File: src/rtl/eth_tx_arbiter.sv
// eth_tx_arbiter
// Shares the single 8-bit MAC TX AXI-Stream between the ARP reply engine and
// the IP/UDP transmit engine. Whole frames are granted round-robin. Each
// granted payload gets a 14-byte Ethernet header in front of it: the
// destination MAC, then local_mac_addr_in, then the EtherType.
//
// Optional feature: define TX_ARB_PAD_EN to zero-pad payloads shorter than
// MIN_PAYLOAD bytes. The default build has no padding logic, so short frames
// go out unpadded.
//
// Ports:
//   clk, reset            clock; synchronous active-high reset
//   local_mac_addr_in     source MAC placed in every header
//   arp_dst_mac_in        ARP destination MAC, sampled at grant
//   arp_axis_t*           ARP payload stream (tdata/tvalid/tlast in, tready out)
//   ip_dst_mac_in         IP destination MAC, sampled at grant
//   ip_axis_t*            IP payload stream (tdata/tvalid/tlast in, tready out)
//   tx_axis_t*            frame stream to the MAC (tdata/tvalid/tlast out, tready in)
//   grant_o               {ip, arp} one-hot owner of the current frame, 0 when idle
module eth_tx_arbiter #(
    parameter int unsigned MIN_PAYLOAD = 46
) (
    input  logic        clk,
    input  logic        reset,
    input  logic [47:0] local_mac_addr_in,
    input  logic [47:0] arp_dst_mac_in,
    input  logic [7:0]  arp_axis_tdata_in,
    input  logic        arp_axis_tvalid_in,
    input  logic        arp_axis_tlast_in,
    output logic        arp_axis_tready_o,
    input  logic [47:0] ip_dst_mac_in,
    input  logic [7:0]  ip_axis_tdata_in,
    input  logic        ip_axis_tvalid_in,
    input  logic        ip_axis_tlast_in,
    output logic        ip_axis_tready_o,
    output logic [7:0]  tx_axis_tdata_out,
    output logic        tx_axis_tvalid_out,
    output logic        tx_axis_tlast_out,
    input  logic        tx_axis_tready_in,
    output logic [1:0]  grant_o
);

    // pay_cnt is 16 bits wide, so it can never reach a larger pad target.
    if (MIN_PAYLOAD > 65535) begin : g_min_payload_range
        $error("eth_tx_arbiter: MIN_PAYLOAD exceeds the 16-bit payload counter");
    end

    typedef enum logic [1:0] {
        S_IDLE,
        S_HDR,
        S_PAYLOAD
`ifdef TX_ARB_PAD_EN
        , S_PAD
`endif
    } state_t;

    state_t      state_q, state_d;
    logic [1:0]  grant_q, grant_d;
    logic        last_ip_q, last_ip_d;   // 1: the last frame served came from IP
    logic [47:0] dst_q, dst_d;
    logic [15:0] etype_q, etype_d;
    logic [3:0]  hdr_cnt_q, hdr_cnt_d;
    logic [15:0] pay_cnt_q, pay_cnt_d;

    logic [111:0] hdr_vec;
    logic [3:0]   hdr_idx;
    logic [7:0]   hdr_byte;
    logic         sel_ip;
    logic [7:0]   src_tdata;
    logic         src_tvalid;
    logic         src_tlast;
    logic         pick_ip;
    logic [15:0]  pay_cnt_inc;

    // The header is stored as one 112-bit word. Byte hdr_cnt is taken from
    // the top end, so it goes out MSB first.
    assign hdr_vec  = {dst_q, local_mac_addr_in, etype_q};
    assign hdr_idx  = 4'd13 - hdr_cnt_q;
    assign hdr_byte = hdr_vec[{hdr_idx, 3'b000} +: 8];

    assign sel_ip     = grant_q[1];
    assign src_tdata  = sel_ip ? ip_axis_tdata_in  : arp_axis_tdata_in;
    assign src_tvalid = sel_ip ? ip_axis_tvalid_in : arp_axis_tvalid_in;
    assign src_tlast  = sel_ip ? ip_axis_tlast_in  : arp_axis_tlast_in;

    // IP wins when it is the only requester, or on a tie when ARP was served last.
    assign pick_ip     = ip_axis_tvalid_in && (!arp_axis_tvalid_in || !last_ip_q);
    assign pay_cnt_inc = (pay_cnt_q == '1) ? pay_cnt_q : pay_cnt_q + 16'd1;

`ifdef TX_ARB_PAD_EN
    logic [16:0] pay_cnt_p1;
    assign pay_cnt_p1 = {1'b0, pay_cnt_q} + 17'd1;
`endif

    assign grant_o = grant_q;

    always_comb begin
        state_d            = state_q;
        grant_d            = grant_q;
        last_ip_d          = last_ip_q;
        dst_d              = dst_q;
        etype_d            = etype_q;
        hdr_cnt_d          = hdr_cnt_q;
        pay_cnt_d          = pay_cnt_q;
        tx_axis_tdata_out  = '0;
        tx_axis_tvalid_out = 1'b0;
        tx_axis_tlast_out  = 1'b0;
        arp_axis_tready_o  = 1'b0;
        ip_axis_tready_o   = 1'b0;

        unique case (state_q)
            S_IDLE: begin
                if (arp_axis_tvalid_in || ip_axis_tvalid_in) begin
                    grant_d   = pick_ip ? 2'b10 : 2'b01;
                    dst_d     = pick_ip ? ip_dst_mac_in : arp_dst_mac_in;
                    etype_d   = pick_ip ? 16'h0800 : 16'h0806;
                    hdr_cnt_d = '0;
                    state_d   = S_HDR;
                end
            end

            S_HDR: begin
                tx_axis_tvalid_out = 1'b1;
                tx_axis_tdata_out  = hdr_byte;
                if (tx_axis_tready_in) begin
                    if (hdr_cnt_q == 4'd13) begin
                        pay_cnt_d = '0;
                        state_d   = S_PAYLOAD;
                    end else begin
                        hdr_cnt_d = hdr_cnt_q + 4'd1;
                    end
                end
            end

            S_PAYLOAD: begin
                tx_axis_tdata_out  = src_tdata;
                tx_axis_tvalid_out = src_tvalid;
                tx_axis_tlast_out  = src_tlast;
                arp_axis_tready_o  = !sel_ip && tx_axis_tready_in;
                ip_axis_tready_o   = sel_ip && tx_axis_tready_in;
                if (src_tvalid && tx_axis_tready_in) begin
                    pay_cnt_d = pay_cnt_inc;
                    if (src_tlast) begin
`ifdef TX_ARB_PAD_EN
                        // A short payload keeps its last byte on the wire.
                        // Only tlast moves to the final pad byte.
                        if (pay_cnt_p1 < 17'(MIN_PAYLOAD)) begin
                            tx_axis_tlast_out = 1'b0;
                            state_d           = S_PAD;
                        end else begin
                            state_d   = S_IDLE;
                            grant_d   = '0;
                            last_ip_d = sel_ip;
                        end
`else
                        state_d   = S_IDLE;
                        grant_d   = '0;
                        last_ip_d = sel_ip;
`endif
                    end
                end
            end

`ifdef TX_ARB_PAD_EN
            S_PAD: begin
                tx_axis_tvalid_out = 1'b1;
                tx_axis_tlast_out  = (pay_cnt_p1 >= 17'(MIN_PAYLOAD));
                if (tx_axis_tready_in) begin
                    pay_cnt_d = pay_cnt_inc;
                    if (pay_cnt_p1 >= 17'(MIN_PAYLOAD)) begin
                        state_d   = S_IDLE;
                        grant_d   = '0;
                        last_ip_d = sel_ip;
                    end
                end
            end
`endif

            default: state_d = S_IDLE;
        endcase
    end

    always_ff @(posedge clk) begin
        if (reset) begin
            state_q   <= S_IDLE;
            grant_q   <= '0;
            last_ip_q <= 1'b1;
            dst_q     <= '0;
            etype_q   <= '0;
            hdr_cnt_q <= '0;
            pay_cnt_q <= '0;
        end else begin
            state_q   <= state_d;
            grant_q   <= grant_d;
            last_ip_q <= last_ip_d;
            dst_q     <= dst_d;
            etype_q   <= etype_d;
            hdr_cnt_q <= hdr_cnt_d;
            pay_cnt_q <= pay_cnt_d;
        end
    end

endmodule

File: config.mk
export PLATFORM = sky130hd
export DESIGN_NAME = eth_tx_arbiter
export DESIGN_NICKNAME = d
export VERILOG_FILES = /design/src/rtl/eth_tx_arbiter.sv
export SDC_FILE = /design/constraint.sdc
export NUM_CORES = 1
export LEC_CHECK = 0
export ABC_AREA = 1
export CELL_PAD_IN_SITES_DETAIL_PLACEMENT = 2
export CELL_PAD_IN_SITES_GLOBAL_PLACEMENT = 2
export CORE_ASPECT_RATIO = 2
export CORE_MARGIN = 2
export CORE_UTILIZATION = 20
export CTS_CLUSTER_SIZE = 10
export DETAILED_ROUTE_END_ITERATION = 10
export GPL_ROUTABILITY_DRIVEN = 0
export GPL_TIMING_DRIVEN = 0
export PLACE_DENSITY_LB_ADDON = 0.25
export SYNTH_ARGS = -nofsm -noshare
export SYNTH_HDL_FRONTEND = slang
export SYNTH_SLANG_ARGS = --single-unit
export TNS_END_PERCENT = 10
File: constraint.sdc
create_clock -name clk -period 2.9 [get_ports clk]
set_input_delay 0.435 -clock clk [delete_from_list [all_inputs] [get_ports clk]]
set_output_delay 0.435 -clock clk [all_outputs]
set_load 0.05 [all_outputs]
==> impl_metrics.ini, run 1 <==
[status]
status = finished, final reports clean

[global_route]
grt_pass1_wl_mm = 31.0
antenna_found_initial = 1
first_global_vias = 5906
groute.usage.overall_pct = 19.1
grt_overflow_total = 0
grt_start_max_net_pins = 13

[clocking]
cts_made_buffers = 9
clock_tree.root_cell = sky130_fd_sc_hd__clkbuf_16
cts_tree = yes
clk_latency_ps = 330
cts.sink_count = 59
clock_tree.htree_level_count = 3
max-clock-path-buffers = 2
path_clk_slew_ps = 60

[finish]
layout.nets = 1034
finish.utilization_pct = 33.2
multi_input_area_mm2 = 0.00237
nFillCells = 2349
post-route-cell-area_mm2 = 0.00642
areaGrowthSynthToFinish_pct = 62.1
layout-drive-gt1-share_pct = 8.32
ff_latch_area_mm2 = 0.00118
post_layout_nonfiller_instances = 1125

[floorplan]
rows = 72
die_h_um = 203
core_mm2 = 0.0194
die_width_um = 104
initial_core_util_pct = 20.5
boundaryPins = 181
die_area_mm2 = 0.0210

[worst_setup_path]
crit_path_top_delay_cell = sky130_fd_sc_hd__dfxtp_4
cp_num_cells = 12
crit_family = buffers and inverters
worst-setup-path-type = flip-flop to primary output
critical_path_arrival_ps = 2290
cp_data_required_time_ps = 2470
count_of_buffer_and_inverter_cells_on_the_critical_path = 5
end_kind = primary output
critical_path_peak_fanout = 10
crit_path_cell_trace = inv_2, buf_6, ha_4, inv_4, nor2_4, o211ai_1, nand2_1, inv_1, nand2_1, nand3_1, a21oi_1, buf_4
worstSetupStartpointType = flip-flop
r2r.worst_path.cells = 10
crit_path_max_incr_delay_ps = 370
critPathMostFrequentCell = sky130_fd_sc_hd__nand2_1

[route]
detailroute.via_count = 5186
postRouteAntennaNets = 0
drt_iter0_drcs = 129
via_to_cell_ratio = 4.61
drt-pass1-iter-count = 6
routedWlPerCell_um = 18.0
drc = 0
routed_wire_length_mm = 20.3

[timing]
final.setup.tns_ps = 0
final-max-slew-violation-count = 0
rsz0062_at_grt = false
worst_slew_margin_rel_pct = 60.5
finalCritPeriodShare_pct = 93.8
clock-skew-final_ps = 5.38
fmaxAchievable_ghz = 0.367
hold_violations = 0
final_critical_path_setup_slack_ps = 178
worst_pin_slew_ps = 590
finalSetupViolations = 0
finalHoldWorstSlack_ps = 504
timing.final.crit_period_ps = 2720

[place]
numPortBuffers = 180
detailedPlace.worstSlack_ps = -693
dp.final_hpwl_mm = 17.2
placed_cells_incl_taps = 1107
dpl-instance-area_mm2 = 0.00609

[min_path]
worst_hold_path.num_cells = 2
classification_of_the_worst_slack_hold_path = flip-flop to flip-flop

[logic_synthesis]
synthesis.area_per_instance_um2 = 5.93
synth.yosys.seq_area_share_pct = 29.8
post_synth_instance_area_mm2 = 0.00396
synthesis.instances = 668
ys_warnings = 0
synth_cell_type_count = 26
synth.net_count = 842
ys_seq_elements = 59

[pwr]
power-per-cell-area_mw_per_mm2 = 721
vdd.ir_drop.worst_v = 0.000235
power.leakage_nw = 2.79
design_power_total_mw = 4.63

[flow_run]
reported_max_cap_violation_count = 0
==> worst min-delay path, stage by stage, from the launching register on <==
cell and delay [ps]:
sky130_fd_sc_hd__dfxtp_1 330, sky130_fd_sc_hd__nand2_1 70, sky130_fd_sc_hd__a21oi_1 60
==> synthesized netlist by cell type <==
master	instances	area, um^2
sky130_fd_sc_hd__buf_6	2	22.5
sky130_fd_sc_hd__inv_1	59	221
sky130_fd_sc_hd__nand4_1	3	18.8
sky130_fd_sc_hd__a21oi_1	19	95.1
sky130_fd_sc_hd__a22oi_1	9	67.6
sky130_fd_sc_hd__xnor2_2	1	16.3
sky130_fd_sc_hd__o21ai_1	10	50.1
sky130_fd_sc_hd__buf_4	4	30.0
sky130_fd_sc_hd__a31oi_1	48	300
sky130_fd_sc_hd__nand2_1	286	1070
sky130_fd_sc_hd__nor2_4	1	11.3
sky130_fd_sc_hd__clkbuf_1	10	37.5
sky130_fd_sc_hd__dfxtp_1	59	1180
sky130_fd_sc_hd__inv_2	6	22.5
sky130_fd_sc_hd__a21oi_2	1	8.76
sky130_fd_sc_hd__o31ai_1	1	7.51
sky130_fd_sc_hd__ha_1	7	87.6
sky130_fd_sc_hd__o211ai_1	11	82.6
sky130_fd_sc_hd__nor2_2	4	25.0
sky130_fd_sc_hd__nor2_1	25	93.8
sky130_fd_sc_hd__nand3_1	28	140
sky130_fd_sc_hd__clkinv_1	1	3.75
sky130_fd_sc_hd__buf_2	23	115
sky130_fd_sc_hd__clkbuf_2	1	5.00
sky130_fd_sc_hd__nor3_1	1	5.00
sky130_fd_sc_hd__o21ai_0	48	240
==> layout make-up <==
type	instances	share of cell area, %
Clock inverter	6	0.779
Multi-Input combinational cell	503	36.9
Clock buffer	10	3.57
Inverter	66	3.90
Timing Repair Buffer	181	28.0
Sequential cell	59	18.4
Antenna cell	1	0.0390
Buffer	40	3.41
Tap cell	259	5.05
==> cell usage in the layout, fill, tap and decap left out, drive strengths merged <==
cell             n
a21oi           20
a22oi            9
a31oi           48
buf             38
clkbuf          21
clkdlybuf4s50  171
clkinv           3
clkinvlp         2
dfxtp           59
diode            1
dlymetal6s2s     1
ha               7
inv             67
nand2          286
nand3           28
nand4            3
nor2            30
nor3             1
o211ai          11
o21ai           58
o31ai            1
xnor2            1
==> metal layers <==
metal	wire (um)	GRT usage (%)	vias up
met4	599	7.00	0
met1	6380	16.2	2492
met5	0	0	-
met2	12700	42.4	109
met3	547	2.63	31
li1	-	-	2554
==> cell families after synthesis <==
logic type,after synthesis,synth area share (%)
AND/OR/NAND/NOR,348,34.5
adder cells (fa/ha/maj),7,2.21
XOR/XNOR,1,0.411
buffers and inverters,106,11.6
AO/OA/AOI/OAI,147,21.5
flip-flops,59,29.8
==> path summary, 6_finish.rpt <==
kind | slack, ps | start | to
setup / recovery | 180 | hdr_cnt_q[1]$_SDFFE_PP0P_ | tx_axis_tdata_out[5]
hold / removal | 500 | grant_o[0]$_SDFFE_PP0P_ | grant_o[0]$_SDFFE_PP0P_
setup reg to reg | 1020 | state_q[1]$_SDFFE_PP0P_ | hdr_cnt_q[3]$_SDFFE_PP0P_
hold reg to reg | 500 | grant_o[0]$_SDFFE_PP0P_ | grant_o[0]$_SDFFE_PP0P_
==> power breakdown <==
part | total (mW) | internal (mW) | switching (mW)
Clock | 1.00 | 0.587 | 0.418
Combinational | 2.35 | 0.845 | 1.51
Sequential | 1.27 | 1.09 | 0.181
==> flip-flops by register name (all words and copies together), names as in the netlist <==
register and flops:
dst_q 48, etype_q 2, grant_o 2, hdr_cnt_q 4, last_ip_q 1, state_q 2
==> repair_timing <==
action                                 4_1_cts  5_1_grt
gates resized for setup                     55        7
endpoints found under the hold margin        0        0
setup endpoints to repair                    8        9
pin swaps                                    2        2
buffers inserted                             1        0
hold buffers                                 0        0
Note: power is estimated with default switching activity, not from simulation.
==> run 2, diff against run 1 <==
--- a/config.mk
+++ b/config.mk
@@ -15,7 +15,7 @@
 export DETAILED_ROUTE_END_ITERATION = 10
 export GPL_ROUTABILITY_DRIVEN = 0
 export GPL_TIMING_DRIVEN = 0
-export PLACE_DENSITY_LB_ADDON = 0.25
+export PLACE_DENSITY = 0.85
 export SYNTH_ARGS = -nofsm -noshare
 export SYNTH_HDL_FRONTEND = slang
 export SYNTH_SLANG_ARGS = --single-unit
==> impl_metrics.ini, run 2 (synthesized netlist as in run 1, its figures left out) <==
[clocking]
max-clock-path-buffers = 2
clk_latency_ps = 330
cts_made_buffers = 9
clock_tree.root_cell = sky130_fd_sc_hd__clkbuf_16
cts.sink_count = 59
cts_tree = yes
clock_tree.htree_level_count = 3
path_clk_slew_ps = 60
hold_buffers = 0

[flow_run]
reported_max_cap_violation_count = 0

[status]
status = finished, final reports clean

[finish]
finish.utilization_pct = 33.7
reg.largest.list = dst_q (48), hdr_cnt_q (4)
registers.top_by_ff_count = dst_q
post-route-cell-area_mm2 = 0.00653
ff_latch_area_mm2 = 0.00118
nFillCells = 2356
post_layout_nonfiller_instances = 1126
layout-drive-gt1-share_pct = 9.01
largest_register_ff_count = 48
leading_cell_type_in_the_layout_fill_and_taps_excluded = sky130_fd_sc_hd__nand2_1
layout.nets = 1035
areaGrowthSynthToFinish_pct = 64.7
layout_common_cells = sky130_fd_sc_hd__nand2_1, sky130_fd_sc_hd__clkdlybuf4s50_1, sky130_fd_sc_hd__inv_1
multi_input_area_mm2 = 0.00239

[timing]
final-max-slew-violation-count = 0
clock-skew-final_ps = 9.24
finalCritPeriodShare_pct = 97.3
fmaxAchievable_ghz = 0.354
worst_slew_margin_rel_pct = 64.2
finalHoldWorstSlack_ps = 474
hold_violations = 0
rsz0062_at_grt = true
final_critical_path_setup_slack_ps = 76.9
worst_pin_slew_ps = 538
finalSetupViolations = 0
timing.final.crit_period_ps = 2820
final.setup.tns_ps = 0

[floorplan]
rows = 72
die_area_mm2 = 0.0210
core_mm2 = 0.0194
initial_core_util_pct = 20.5
die_h_um = 203
boundaryPins = 181
die_width_um = 104

[route]
via_to_cell_ratio = 4.69
routed_wire_length_mm = 20.4
dr_wl_met2_mm = 12.6
detailroute.wirelength.met3_um = 611
routedWlPerCell_um = 18.1
postRouteAntennaNets = 0
detailroute.via_count = 5276
topRoutingLayerUsed = met4
routedLengthMet1_mm = 6.71
drc = 0
drt-pass1-iter-count = 4
drt_iter0_drcs = 187

[global_route]
groute.usage.overall_pct = 19.3
grt_overflow_total = 0
first_global_vias = 5851
grt_start_max_net_pins = 11
antenna_found_initial = 1
grt_pass1_wl_mm = 31.4

[pwr]
vdd.ir_drop.worst_v = 0.000290
design_power_total_mw = 4.91
power.leakage_nw = 2.84
power-per-cell-area_mw_per_mm2 = 752

[worst_setup_path]
end_kind = primary output
worst-setup-path-type = flip-flop to primary output
crit_path_max_incr_delay_ps = 360
cp_data_required_time_ps = 2470
crit_path_top_delay_cell = sky130_fd_sc_hd__dfxtp_4
worstSetupStartpointType = flip-flop
crit_path_cell_trace = inv_4, buf_8, ha_4, inv_4, nor2_4, buf_4, o211ai_1, nand2_1, inv_1, nand2_1, nand3_1, a21oi_1, buf_4
critical_path_peak_fanout = 10
critical_path_arrival_ps = 2390

[place]
detailedPlace.worstSlack_ps = -713
dpl-instance-area_mm2 = 0.00609
placed_cells_incl_taps = 1107
dp.final_hpwl_mm = 16.5
numPortBuffers = 180

[min_path]
classification_of_the_worst_slack_hold_path = flip-flop to flip-flop
run 2: area by class of cell:
type | instances | area share [%]
Antenna cell | 1 | 0.0383
Timing Repair Buffer | 182 | 27.7
Inverter | 66 | 3.87
Multi-Input combinational cell | 503 | 36.6
Clock buffer | 11 | 3.72
Clock inverter | 5 | 1.53
Buffer | 40 | 3.41
Sequential cell | 59 | 18.2
Tap cell | 259 | 4.97
run 2: worst max-delay path: cells and delay by family, from the launching register on:
kind                     cells  cell delay, ps
AO/OA/AOI/OAI                2             230
flip-flops                   1             360
buffers and inverters        6             700
adder cells (fa/ha/maj)      1             280
AND/OR/NAND/NOR              4             480
run 2: timing repair:
action,CTS,global route
gates cloned,0,0
endpoints found under the setup margin,8,9
gates resized for setup,58,14
pin swaps,3,3
buffers inserted,1,1
run 2: metal layers:
layer  track usage, %  vias up
met5                0        -
met1             17.2     2572
li1                 -     2562
met3             2.57       17
met4             5.94        0
met2             42.7      125
run 2: worst paths after layout:
path                             start                       end  slack [ps]  cells after the start
min            grant_o[0]$_SDFFE_PP0P_   grant_o[0]$_SDFFE_PP0P_         470                      2
max          hdr_cnt_q[1]$_SDFFE_PP0P_      tx_axis_tdata_out[7]          80                     13
max reg2reg    state_q[0]$_SDFFE_PP0P_  etype_q[11]$_SDFFE_PP0P_         940                      8
min reg2reg    grant_o[0]$_SDFFE_PP0P_   grant_o[0]$_SDFFE_PP0P_         470                      2
run 2: report_power, final:
group	total [mW]	internal, mW	switching, mW
Sequential	1.27	1.09	0.181
Clock	1.25	0.860	0.387
Combinational	2.39	0.857	1.53
Total	4.91	2.81	2.10
==> run 3, diff against run 2 <==
--- a/config.mk
+++ b/config.mk
@@ -6,6 +6,7 @@
 export NUM_CORES = 1
 export LEC_CHECK = 0
 export ABC_AREA = 1
+export CAP_MARGIN = 10
 export CELL_PAD_IN_SITES_DETAIL_PLACEMENT = 2
 export CELL_PAD_IN_SITES_GLOBAL_PLACEMENT = 2
 export CORE_ASPECT_RATIO = 2
==> constraint.sdc (replaced) <==
create_clock -name clk -period 3.2 [get_ports clk]
set_input_delay 0.48 -clock clk [delete_from_list [all_inputs] [get_ports clk]]
set_output_delay 0.48 -clock clk [all_outputs]
set_load 0.05 [all_outputs]
==> impl_metrics.ini, run 3 (synthesized netlist as in run 1, its figures left out) <==
[worst_setup_path]
critical_path_peak_fanout = 10
regToRegSetupSlack_ps = 1210
cp_data_required_time_ps = 2720
crit_path_max_incr_delay_ps = 400
critical_path_arrival_ps = 2570
worst-setup-path-type = flip-flop to primary output
start_of_the_worst_register_to_register_path = hdr_cnt_q[1]$_SDFFE_PP0P_
end_kind = primary output
worstSetupStartpointType = flip-flop
r2r-end = hdr_cnt_q[3]$_SDFFE_PP0P_
crit_path_top_delay_cell = sky130_fd_sc_hd__dfxtp_4
crit_path_cell_trace = inv_2, buf_4, ha_1, inv_2, nor2_4, nand3_1, nand2_1, inv_1, a21oi_1, nand2_1, a21oi_1, buf_2
r2r.worst_path.cells = 11

[place]
dp.final_hpwl_mm = 16.8
placed_cells_incl_taps = 1107
numPortBuffers = 180
dpl-instance-area_mm2 = 0.00609

[finish]
layout-drive-gt1-share_pct = 7.87
reg.largest.list = dst_q (48), hdr_cnt_q (4)
largest_register_ff_count = 48
post_layout_nonfiller_instances = 1125
post-route-cell-area_mm2 = 0.00638
layout_common_cells = sky130_fd_sc_hd__nand2_1, sky130_fd_sc_hd__clkdlybuf4s50_1, sky130_fd_sc_hd__inv_1
areaGrowthSynthToFinish_pct = 61.1
layout.nets = 1033
registers.top_by_ff_count = dst_q
leading_cell_type_in_the_layout_fill_and_taps_excluded = sky130_fd_sc_hd__nand2_1

[floorplan]
rows = 72
die_width_um = 104
die_h_um = 203
core_mm2 = 0.0194
die_area_mm2 = 0.0210
initial_core_util_pct = 20.5
boundaryPins = 181

[timing]
finalCritPeriodShare_pct = 95.4
timing.final.crit_period_ps = 3050
fmaxAchievable_ghz = 0.328
rsz0062_at_grt = true
final-max-slew-violation-count = 0
hold_violations = 0
worst_pin_slew_ps = 713
finalSetupViolations = 0
clock-skew-final_ps = 5.46
worst_slew_margin_rel_pct = 52.3

[global_route]
first_global_vias = 5966
antenna_found_initial = 2
groute.usage.overall_pct = 19.5
grt_overflow_total = 0
grt_start_max_net_pins = 11
grt_pass1_wl_mm = 31.6

[route]
via_to_cell_ratio = 4.68
drt-pass1-iter-count = 4
routedWlPerCell_um = 18.1
postRouteAntennaNets = 0
detailroute.via_count = 5270
drt_iter0_drcs = 166
routed_wire_length_mm = 20.4
drc = 0

[min_path]
min_delay_worst_endpoint = grant_o[0]$_SDFFE_PP0P_
worst_hold_path.num_cells = 2
hp-start = grant_o[0]$_SDFFE_PP0P_
classification_of_the_worst_slack_hold_path = flip-flop to flip-flop

[pwr]
vdd.ir_drop.worst_v = 0.000287
power-per-cell-area_mw_per_mm2 = 667
power.leakage_nw = 2.78

[clocking]
cts_tree = yes
cts_made_buffers = 9
clock_tree.htree_level_count = 3
path_clk_slew_ps = 50
cts.sink_count = 59
hold_buffers = 0
max-clock-path-buffers = 2
clk_latency_ps = 340
clock_tree.root_cell = sky130_fd_sc_hd__clkbuf_16

[flow_run]
reported_max_cap_violation_count = 0

[status]
status = finished, final reports clean
==> run 3: cell count changes in the layout (fill, tap and decap cells not counted), sizes merged <==
cell / change
clkinv: +1
diode: +1
clkinvlp: +1
clkdlybuf4s50: +1
dlymetal6s2s: -1
buf: -2
bufinv: -2
==> run 3: per-layer routing <==
layer | GRT usage (%) | up-vias | wire [um]
li1 | - | 2551 | -
met1 | 17.5 | 2555 | 6850
met2 | 40.8 | 131 | 12200
met3 | 2.63 | 33 | 657
met4 | 9.94 | 0 | 679
met5 | 0 | - | 0
==> run 3: critical path, delay by kind of cell (launching register included) <==
family                   cells  cell delay, ps
adder cells (fa/ha/maj)      1             320
AO/OA/AOI/OAI                2             290
AND/OR/NAND/NOR              4             470
flip-flops                   1             400
buffers and inverters        5             730
==> run 3: worst max path at each step <==
stage                         startpoint                   end
2_1_floorplan  hdr_cnt_q[1]$_SDFFE_PP0P_  tx_axis_tdata_out[0]
3_3_place_gp   hdr_cnt_q[1]$_SDFFE_PP0P_  tx_axis_tdata_out[4]
3_5_place_dp   hdr_cnt_q[1]$_SDFFE_PP0P_  tx_axis_tdata_out[4]
4_1_cts        hdr_cnt_q[1]$_SDFFE_PP0P_  tx_axis_tdata_out[4]
5_1_grt        hdr_cnt_q[1]$_SDFFE_PP0P_  tx_axis_tdata_out[1]
6_report       hdr_cnt_q[1]$_SDFFE_PP0P_  tx_axis_tdata_out[3]
==> run 3: layout make-up <==
type	instances	area, um^2
fill	2335	13000
multi-input combinational	503	2340
timing repair buffer	180	1780
sequential	59	1180
tap	259	324
inverter	66	248
clock buffer	11	243
buffer	40	213
clock inverter	5	52.6
antenna	2	5.00
==> run 3: timing repair <==
| item | CTS | global route |
|---|---|---|
| endpoints found under the hold margin | 0 | 0 |
| setup buffers | 0 | 0 |
| setup endpoints to repair | 8 | 8 |
| gates resized for setup | 48 | 8 |
| pin swaps | 0 | 1 |
==> run 3: through the flow <==
step | worst slack, ps | TNS (ps) | total power [mW] | utilization (%) | hold WS, ps
after detailed placement | -460 | -3160 | 3.29 | 31.4 | 470
after global routing | -20.6 | -42.5 | 4.57 | 33.0 | 512
after CTS | -28.0 | -33.5 | 4.30 | 32.9 | 477
after floorplan | 239 | 0 | 2.42 | - | 441
final | 148 | 0 | 4.26 | 33.0 | 477
after global placement | -390 | -2820 | 3.22 | 31.4 | 453
==> run 3: report_power, final <==
part	leakage (nW)	internal (mW)	total [mW]	switching (mW)
registers	0.490	0.991	1.16	0.168
clock network	0.145	0.620	0.987	0.368
logic	2.14	0.755	2.11	1.36
total	2.78	2.37	4.26	1.89
